[src/rtl/fetch_irq_nested.sv]
// Instruction-fetch stage with prioritised, nested interrupt channels.
// Owns the PC, a return-PC stack of {channel, pc} entries, and the halt/jump-wait hold logic.
module fetch_irq_nested #(
    parameter int              PC_W        = 16,
    parameter int              NUM_IRQ     = 4,
    parameter int              STACK_DEPTH = 4,
    parameter logic [PC_W-1:0] VEC_BASE    = 'h0005,
    parameter logic [PC_W-1:0] VEC_STRIDE  = 'h0004,
    localparam int             LVL_W       = $clog2(STACK_DEPTH + 1)
) (
    input  logic               clk,
    input  logic               rst,
    input  logic [PC_W-1:0]    new_pc,
    input  logic               jorb,
    input  logic               ld_stall,
    input  logic [NUM_IRQ-1:0] irq_req,
    output logic [PC_W-1:0]    imem_addr,
    input  logic [15:0]        imem_data,
    output logic [15:0]        instr,
    output logic               instr_valid,
    output logic [PC_W-1:0]    pc,
    output logic [PC_W-1:0]    pc_plus1,
    output logic [NUM_IRQ-1:0] int_ack,
    output logic [LVL_W-1:0]   int_level,
    output logic               int_active,
    output logic [1:0]         err_flags
);
    localparam int CH_W  = $clog2(NUM_IRQ + 1);
    localparam int IDX_W = (STACK_DEPTH > 1) ? $clog2(STACK_DEPTH) : 1;
    localparam int ENT_W = CH_W + PC_W;
    localparam logic [CH_W-1:0] CH_NONE    = CH_W'(NUM_IRQ);
    localparam logic [3:0]      OP_HALT    = 4'b0000;
    localparam logic [3:0]      OP_JMPWAIT = 4'b0100;
    localparam logic [3:0]      OP_RTI     = 4'b0011;

    logic [CH_W-1:0]    active_ch, active_ch_next, req_ch;
    logic               req_any;
    logic               jump_wait, jump_wait_next;
    logic [PC_W-1:0]    pc_next;
    logic [LVL_W-1:0]   level_next;
    logic [NUM_IRQ-1:0] ack_next;
    logic [1:0]         err_set;
    logic [ENT_W-1:0]   stack_mem [STACK_DEPTH];
    logic [ENT_W-1:0]   top_entry;
    logic [IDX_W-1:0]   push_idx, pop_idx;
    logic               stack_full, stack_empty;
    logic               is_rti, is_jmpwait, is_hold_op;
    logic               irq_ok, irq_take, do_pop;

    assign imem_addr = pc;
    assign instr     = imem_data;
    assign pc_plus1  = pc + PC_W'(1);

    assign stack_full  = (int_level == LVL_W'(STACK_DEPTH));
    assign stack_empty = (int_level == '0);
    assign push_idx    = IDX_W'(int_level);
    assign pop_idx     = IDX_W'(int_level - LVL_W'(1));
    assign top_entry   = stack_mem[pop_idx];

    assign is_rti     = (imem_data[15:12] == OP_RTI);
    assign is_jmpwait = (imem_data[15:12] == OP_JMPWAIT);
    assign is_hold_op = (imem_data[15:12] == OP_HALT) || is_jmpwait;

    // Lowest set index wins: scan from the top so the last hit is the smallest.
    always_comb begin
        req_any = 1'b0;
        req_ch  = CH_NONE;
        for (int i = NUM_IRQ - 1; i >= 0; i--) begin
            if (irq_req[i]) begin
                req_any = 1'b1;
                req_ch  = CH_W'(i);
            end
        end
    end

    // irq_ok ignores stack space so a request blocked only by a full stack can be flagged.
    assign irq_ok   = req_any && (stack_empty || (req_ch < active_ch))
                      && !jorb && !jump_wait && !is_rti;
    assign irq_take = irq_ok && !stack_full;
    assign do_pop   = is_rti && !stack_empty;

    always_comb begin
        pc_next        = pc;
        level_next     = int_level;
        active_ch_next = active_ch;
        ack_next       = '0;
        err_set        = '0;
        instr_valid    = 1'b1;
        jump_wait_next = jorb ? 1'b0 : (jump_wait || (is_jmpwait && !irq_take));
        err_set[0]     = irq_ok && stack_full;

        if (irq_take) begin
            pc_next        = VEC_BASE + PC_W'(req_ch) * VEC_STRIDE;
            level_next     = int_level + LVL_W'(1);
            active_ch_next = req_ch;
            ack_next       = NUM_IRQ'(1) << req_ch;
            instr_valid    = 1'b0;
        end else if (do_pop) begin
            pc_next        = top_entry[PC_W-1:0];
            active_ch_next = top_entry[ENT_W-1:PC_W];
            level_next     = int_level - LVL_W'(1);
        end else begin
            err_set[1] = is_rti;
            if (jorb) begin
                pc_next = new_pc;
            end else if (is_hold_op || jump_wait || ld_stall) begin
                instr_valid = 1'b0;
            end else begin
                pc_next = pc_plus1;
            end
        end
    end

    always_ff @(posedge clk) begin
        if (rst) begin
            pc         <= '0;
            int_level  <= '0;
            int_active <= 1'b0;
            active_ch  <= CH_NONE;
            jump_wait  <= 1'b0;
            int_ack    <= '0;
            err_flags  <= '0;
        end else begin
            pc         <= pc_next;
            int_level  <= level_next;
            int_active <= (level_next != '0);
            active_ch  <= active_ch_next;
            jump_wait  <= jump_wait_next;
            int_ack    <= ack_next;
            err_flags  <= err_flags | err_set;
        end
    end

    // Saved PC is the squashed instruction's own address, so it is re-fetched on return.
    always_ff @(posedge clk) begin
        if (!rst && irq_take) begin
            stack_mem[push_idx] <= {active_ch, pc};
        end
    end

endmodule

[config.mk]
export PLATFORM = sky130hd
export DESIGN_NAME = fetch_irq_nested
export DESIGN_NICKNAME = d
export VERILOG_FILES = /design/src/rtl/fetch_irq_nested.sv
export SDC_FILE = /design/constraint.sdc
export NUM_CORES = 1
export LEC_CHECK = 0
export ABC_CLOCK_PERIOD_IN_PS = 4750
export CAP_MARGIN = 20
export CORE_ASPECT_RATIO = 1.25
export CORE_MARGIN = 10
export CORE_UTILIZATION = 46
export CTS_CLUSTER_SIZE = 14
export DETAILED_ROUTE_END_ITERATION = 6
export GPL_TIMING_DRIVEN = 0
export PLACE_DENSITY = 0.77
export SKIP_LAST_GASP = 1
export SLEW_MARGIN = 20
export SYNTH_ARGS = -nofsm -noshare
export SYNTH_HDL_FRONTEND = slang
export SYNTH_SLANG_ARGS = --single-unit
[constraint.sdc]
create_clock -name clk -period 4.75 [get_ports clk]
set_clock_uncertainty 0.2 [all_clocks]
set_input_delay 1.425 -clock clk [delete_from_list [all_inputs] [get_ports clk]]
set_output_delay 1.425 -clock clk [all_outputs]
set_load 0.005 [all_outputs]
* Word level (Yosys, flattened, before mapping)
Memory sizes are Yosys's and may differ from the RTL's.
Index checks and enable logic that the tools add are counted.
** Storage, ports and cells
- Output and inout bits :: 75
- Register bits after elaboration :: 30
- Logic and storage cells :: 71
- Input bits :: 40
- Memories kept :: 1
- Bits in writable memories :: 76
** Memory list
- stack_mem :: depth 4, width 19, rd ports 1, clocked after memory_dff 0, write ports 1, RTL line 43 : logic [ENT_W-1:0] stack_mem [STACK_DEPTH];
** Cells by class
- Equal/unequal tests :: 4
- Shifts and indexed selects :: 1
- Magnitude comparators :: 1
- $add $sub $neg :: 4
- Multiplexer cells :: 24
- Reductions and logical operators :: 27
- Bitwise operators :: 2
** Operator list (count)
- 16-bit two-way mux :: 4
- 3-bit two-way mux :: 8
- 16-bit by 1-bit adder with 16-bit output (second input constant) :: 1
- 1-bit two-way mux :: 12
- 1-bit logical AND :: 9
- 1-bit zero test :: 7
- 3-bit by 5-bit adder with 6-bit output (first input constant) :: 1
- 1-bit logical OR :: 5
- 4-bit by 2-bit == test with 1-bit output (second input constant) :: 1
- 4-bit by 3-bit == test with 1-bit output (second input constant) :: 1
- 4-bit zero test :: 1
- 4-bit != test (second input constant) :: 1
- 2-bit OR reduction :: 2
- 1-bit by 3-bit left shift with 4-bit output (first input constant) :: 1
- 3-bit by 1-bit adder with 3-bit output (second input constant) :: 1
- 3-bit == test (second input constant) :: 1
- 3-bit zero test :: 1
- 3-bit < comparator :: 1
- 3-bit nonzero test :: 1
- 3-bit by 1-bit subtractor with 3-bit output (second input constant) :: 1
- 2-bit bitwise OR :: 1
- 2-bit nonzero test :: 1
- 1-bit inverter :: 1

* Logic depth before layout (Yosys ltp)
- Depth after elaboration :: 14
- Gate-level depth with buffers :: 11

* Least setup slack after synthesis
Ideal clock, no wire load.
- Path type :: input-to-output
- Start :: input irq_req[2]
- End :: output instr_valid
- Required time :: 3.125 ns
- Setup slack :: -0.167 ns
- Arrival :: 3.292 ns
- Stages :: 9
- Cells stage by stage :: or4_4 inv_1 ha_1 a21boi_1 or2_4 and3_4 a21o_4 buf_4 a21boi_0
** Between the ends
- Longest elaborated chain between the ends :: 11
- Elaborated cells on any way between the ends :: 14
- Classes of those cells :: order compare: 1; mux: 7; reduce/logical: 6
** Ends and longest elaborated chain
- start, declared :: RTL line 16 : input logic [NUM_IRQ-1:0] irq_req,
- 3-bit two-way mux (3 in a row) :: RTL line 69 : if (irq_req[i]) begin
- 3-bit < comparator :: RTL line 77 : assign irq_ok = req_any && (stack_empty || (req_ch < active_ch))
- 1-bit logical OR :: RTL line 77
- 1-bit logical AND (*) :: RTL line 77
- 1-bit logical AND (*) (3 in a row) :: RTL line 78 : && !jorb && !jump_wait && !is_rti;
- 1-bit logical AND (*) :: RTL line 79 : assign irq_take = irq_ok && !stack_full;
- 1-bit two-way mux (*) :: RTL line 92 : if (irq_take) begin
- end, declared :: RTL line 20 : output logic instr_valid,
Every way passes the cells marked *; elsewhere a longest branch is shown, timed or not.

* Final worst setup path
Same ends and word-level chain as after synthesis.

==> flow_summary.json <==
{
  "status": "complete, but fails checks",
  "violations": "negative setup slack",
  "gr-total-overflow": 0,
  "drc": 0,
  "worstSetupEndpointType": "output pin",
  "synth.ff_latch_count": 106,
  "cts_tree": "done",
  "fin_crit_sh": 1.08,
  "netlist_area_um2": 5240,
  "netlist_top_cells_area": "edfxtp_1, dfxtp_1, mux4_2",
  "design_area_um2": 6840,
  "grt_pass1_wl_um": 22200,
  "synth.distinct_cells": 63,
  "clockRootBuffer": "clkbuf_16",
  "clock-sinks": 106,
  "timing.final.ws_setup_ps": -358,
  "die-area_um2": 16100,
  "crit_type": "primary input to output pin",
  "yosys_warnings": 0,
  "hold_slack_ps": 272,
  "place_inst": 650,
  "place.gp.congestion": 0.874,
  "worstSkewPairLatency_ps": 350,
  "grt_pass1_vias": 4032,
  "cts_hold_buf": 0,
  "drive_gt1_frac": 0.236,
  "final_cells": 672,
  "crit_fanout": 6,
  "worstMarginPinSlew_ps": 745,
  "setup.worst_path.start_class": "primary input",
  "cts_buffers": 9,
  "syn_to_final_growth_pct": 30.5,
  "cts.path.max_buffers": 2,
  "nets": 579,
  "grt_usage": 0.178,
  "relSlewSlack": 0.500,
  "wirelength_um": 14500,
  "utilization": 0.614,
  "synth_edf_count": 76,
  "drt_first_pass_iters": 5,
  "synth_top_area_cell": "edfxtp_1",
  "async_flop_share": 0,
  "diodes": 0,
  "r2r_cells": 9,
  "num_rows": 43,
  "final_hold_viol_count": 0,
  "cellLeakagePower_uw": 0.00249,
  "ys_seq_area_frac": 0.550,
  "initialDrtViolationCount": 305,
  "setup_violations": 1,
  "rsz0062_at_grt": "true",
  "synth_top_area_share": 0.435,
  "yosys_most_used_dff": "edfxtp_1",
  "fmax_mhz": 196,
  "power_density_nw_per_um2": 394,
  "final.setup.tns_ps": -358,
  "io_pins": 115,
  "portBuffers": 100,
  "die_h_um": 139,
  "placed_area_um2": 6440,
  "avgRoutedWirePerCell_um": 21.5,
  "vias": 3845,
  "whs_path_depth": 2,
  "cap_viol_max_count": 0,
  "clk_pin_slew_ps": 70,
  "synth_cells": 413,
  "nFillCells": 891,
  "report.final.slew_viol_count": 0,
  "period_needed_ps": 5110,
  "ir_drop_mv": 0.232,
  "antenna_left": 0,
  "cts_max_level": 3,
  "vias_per_cell": 5.72,
  "dp_hpwl_um": 10300,
  "crit_required_ps": 3120,
  "coreArea_um2": 11100,
  "syn_area_per_cell_um2": 12.7,
  "start_util": 0.471,
  "hold_class": "flop to flop",
  "synth_nets": 460,
  "reg2reg_slack_ps": 1460,
  "antenna_found_initial": 0,
  "die_w_um": 115,
  "critPathArrivalTime_ps": 3480,
  "grt_max_degree": 20
}
==> where the power goes <==
group | switching, uW | internal (uW) | total (uW) | leakage, uW
registers | 60.5 | 1070 | 1130 | 0.000947
logic | 350 | 373 | 723 | 0.00138
clock network | 329 | 517 | 846 | 0.000164
total | 740 | 1960 | 2700 | 0.00249
==> cells in the mapped netlist (5+ instances only) <==
| cell type | instances |
|---|---|
| edfxtp_1 | 76 |
| buf_4 | 33 |
| dfxtp_1 | 30 |
| nand2_1 | 27 |
| nor2_1 | 23 |
| a21oi_1 | 22 |
| mux4_2 | 19 |
| nand3_1 | 12 |
| a31oi_1 | 11 |
| o21ai_0 | 11 |
| xnor2_1 | 10 |
| inv_1 | 9 |
| nor3_1 | 9 |
| xor2_1 | 8 |
| buf_2 | 7 |
| clkbuf_1 | 7 |
| ha_1 | 7 |
| and3_1 | 6 |
| nand2b_1 | 6 |
| and2_1 | 5 |
| mux2i_1 | 5 |
| nand4_1 | 5 |
| o211ai_1 | 5 |
==> cell type report <==
cell class | instances | area, um2 | area share
Buffer | 53 | 388 | 0.0567
Clock buffer | 11 | 233 | 0.0340
Clock inverter | 5 | 104 | 0.0152
Inverter | 9 | 33.8 | 0.00494
Multi-Input combinational cell | 245 | 1980 | 0.289
Sequential cell | 106 | 2880 | 0.421
Tap cell | 135 | 169 | 0.0247
Timing Repair Buffer | 108 | 1050 | 0.154
==> layout by cell type, fill, tap and decap left out, types with 6 or more instances in the layout <==
cell type	synthesis	final
nand3_1	12	12
clkbuf_16	0	9
nor3_1	9	8
dfxtp_1	30	30
xnor2_1	10	10
buf_4	33	39
a31oi_1	11	11
inv_1	9	8
a21oi_1	22	22
nand2b_1	6	6
xor2_1	8	8
and3_1	6	6
o21ai_0	11	11
nor2_1	23	23
clkbuf_1	7	9
buf_2	7	10
mux4_2	19	19
buf_6	3	7
ha_1	7	6
clkdlybuf4s50_1	0	95
nand2_1	27	27
edfxtp_1	76	76
==> per-layer routing <==
metal  share of wire  track usage  vias up
met5               0            0        -
met4           0.018       0.0608        0
met3           0.070       0.0508       17
met2            0.51        0.303      149
met1            0.41        0.207     1922
li1                -            -     1757
==> critical path: stages <==
cell      delay (ps)
buf_6            100
or4_4            540
inv_2             80
ha_4             190
a21boi_4         130
or2_4            240
and3_4           150
a21o_4           210
buf_6            110
a21boi_2         150
buf_2            160
==> cell families (layout without fill, tap and decap cells) <==
group,count (synthesis),in the layout,share of synthesized area
compound gates,74,74,0.0945
xor+xnor,18,18,0.0301
fa+ha+maj,7,7,0.0167
buf+inv,62,186,0.0797
flops,106,106,0.550
mux,24,24,0.0912
simple gates,122,122,0.138
==> registers in the layout, indices dropped and copies added (netlist names) <==
name	cells
active_ch	3
stack_mem	76
int_active	1
err_flags	2
jump_wait	1
int_ack	4
imem_addr	16
int_level	3
==> metrics by stage <==
| stage | total power [uW] | setup slack (ps) |
|---|---|---|
| after global routing | 2810 | -402 |
| after detailed placement | 1850 | -1310 |
| final | 2700 | -358 |
| after global placement | 1840 | -1300 |
| after CTS | 2700 | -392 |
| after floorplan | 1560 | -120 |
==> final timing paths <==
kind                                    from               end
worst max register to register  int_level[0]  stack_mem[1][17]
worst min register to register  err_flags[0]      err_flags[0]
worst max-delay path              irq_req[2]       instr_valid
worst min-delay path            err_flags[0]      err_flags[0]
==> timing repair <==
action / 4_1_cts / 5_1_grt
endpoints found under the hold margin: 0 / 0
endpoints found under the setup margin: 58 / 39
pin swaps: 3 / 3
gates resized for setup: 28 / 3
setup buffers: 5 / 1
Power figures use the tool's default switching activity.
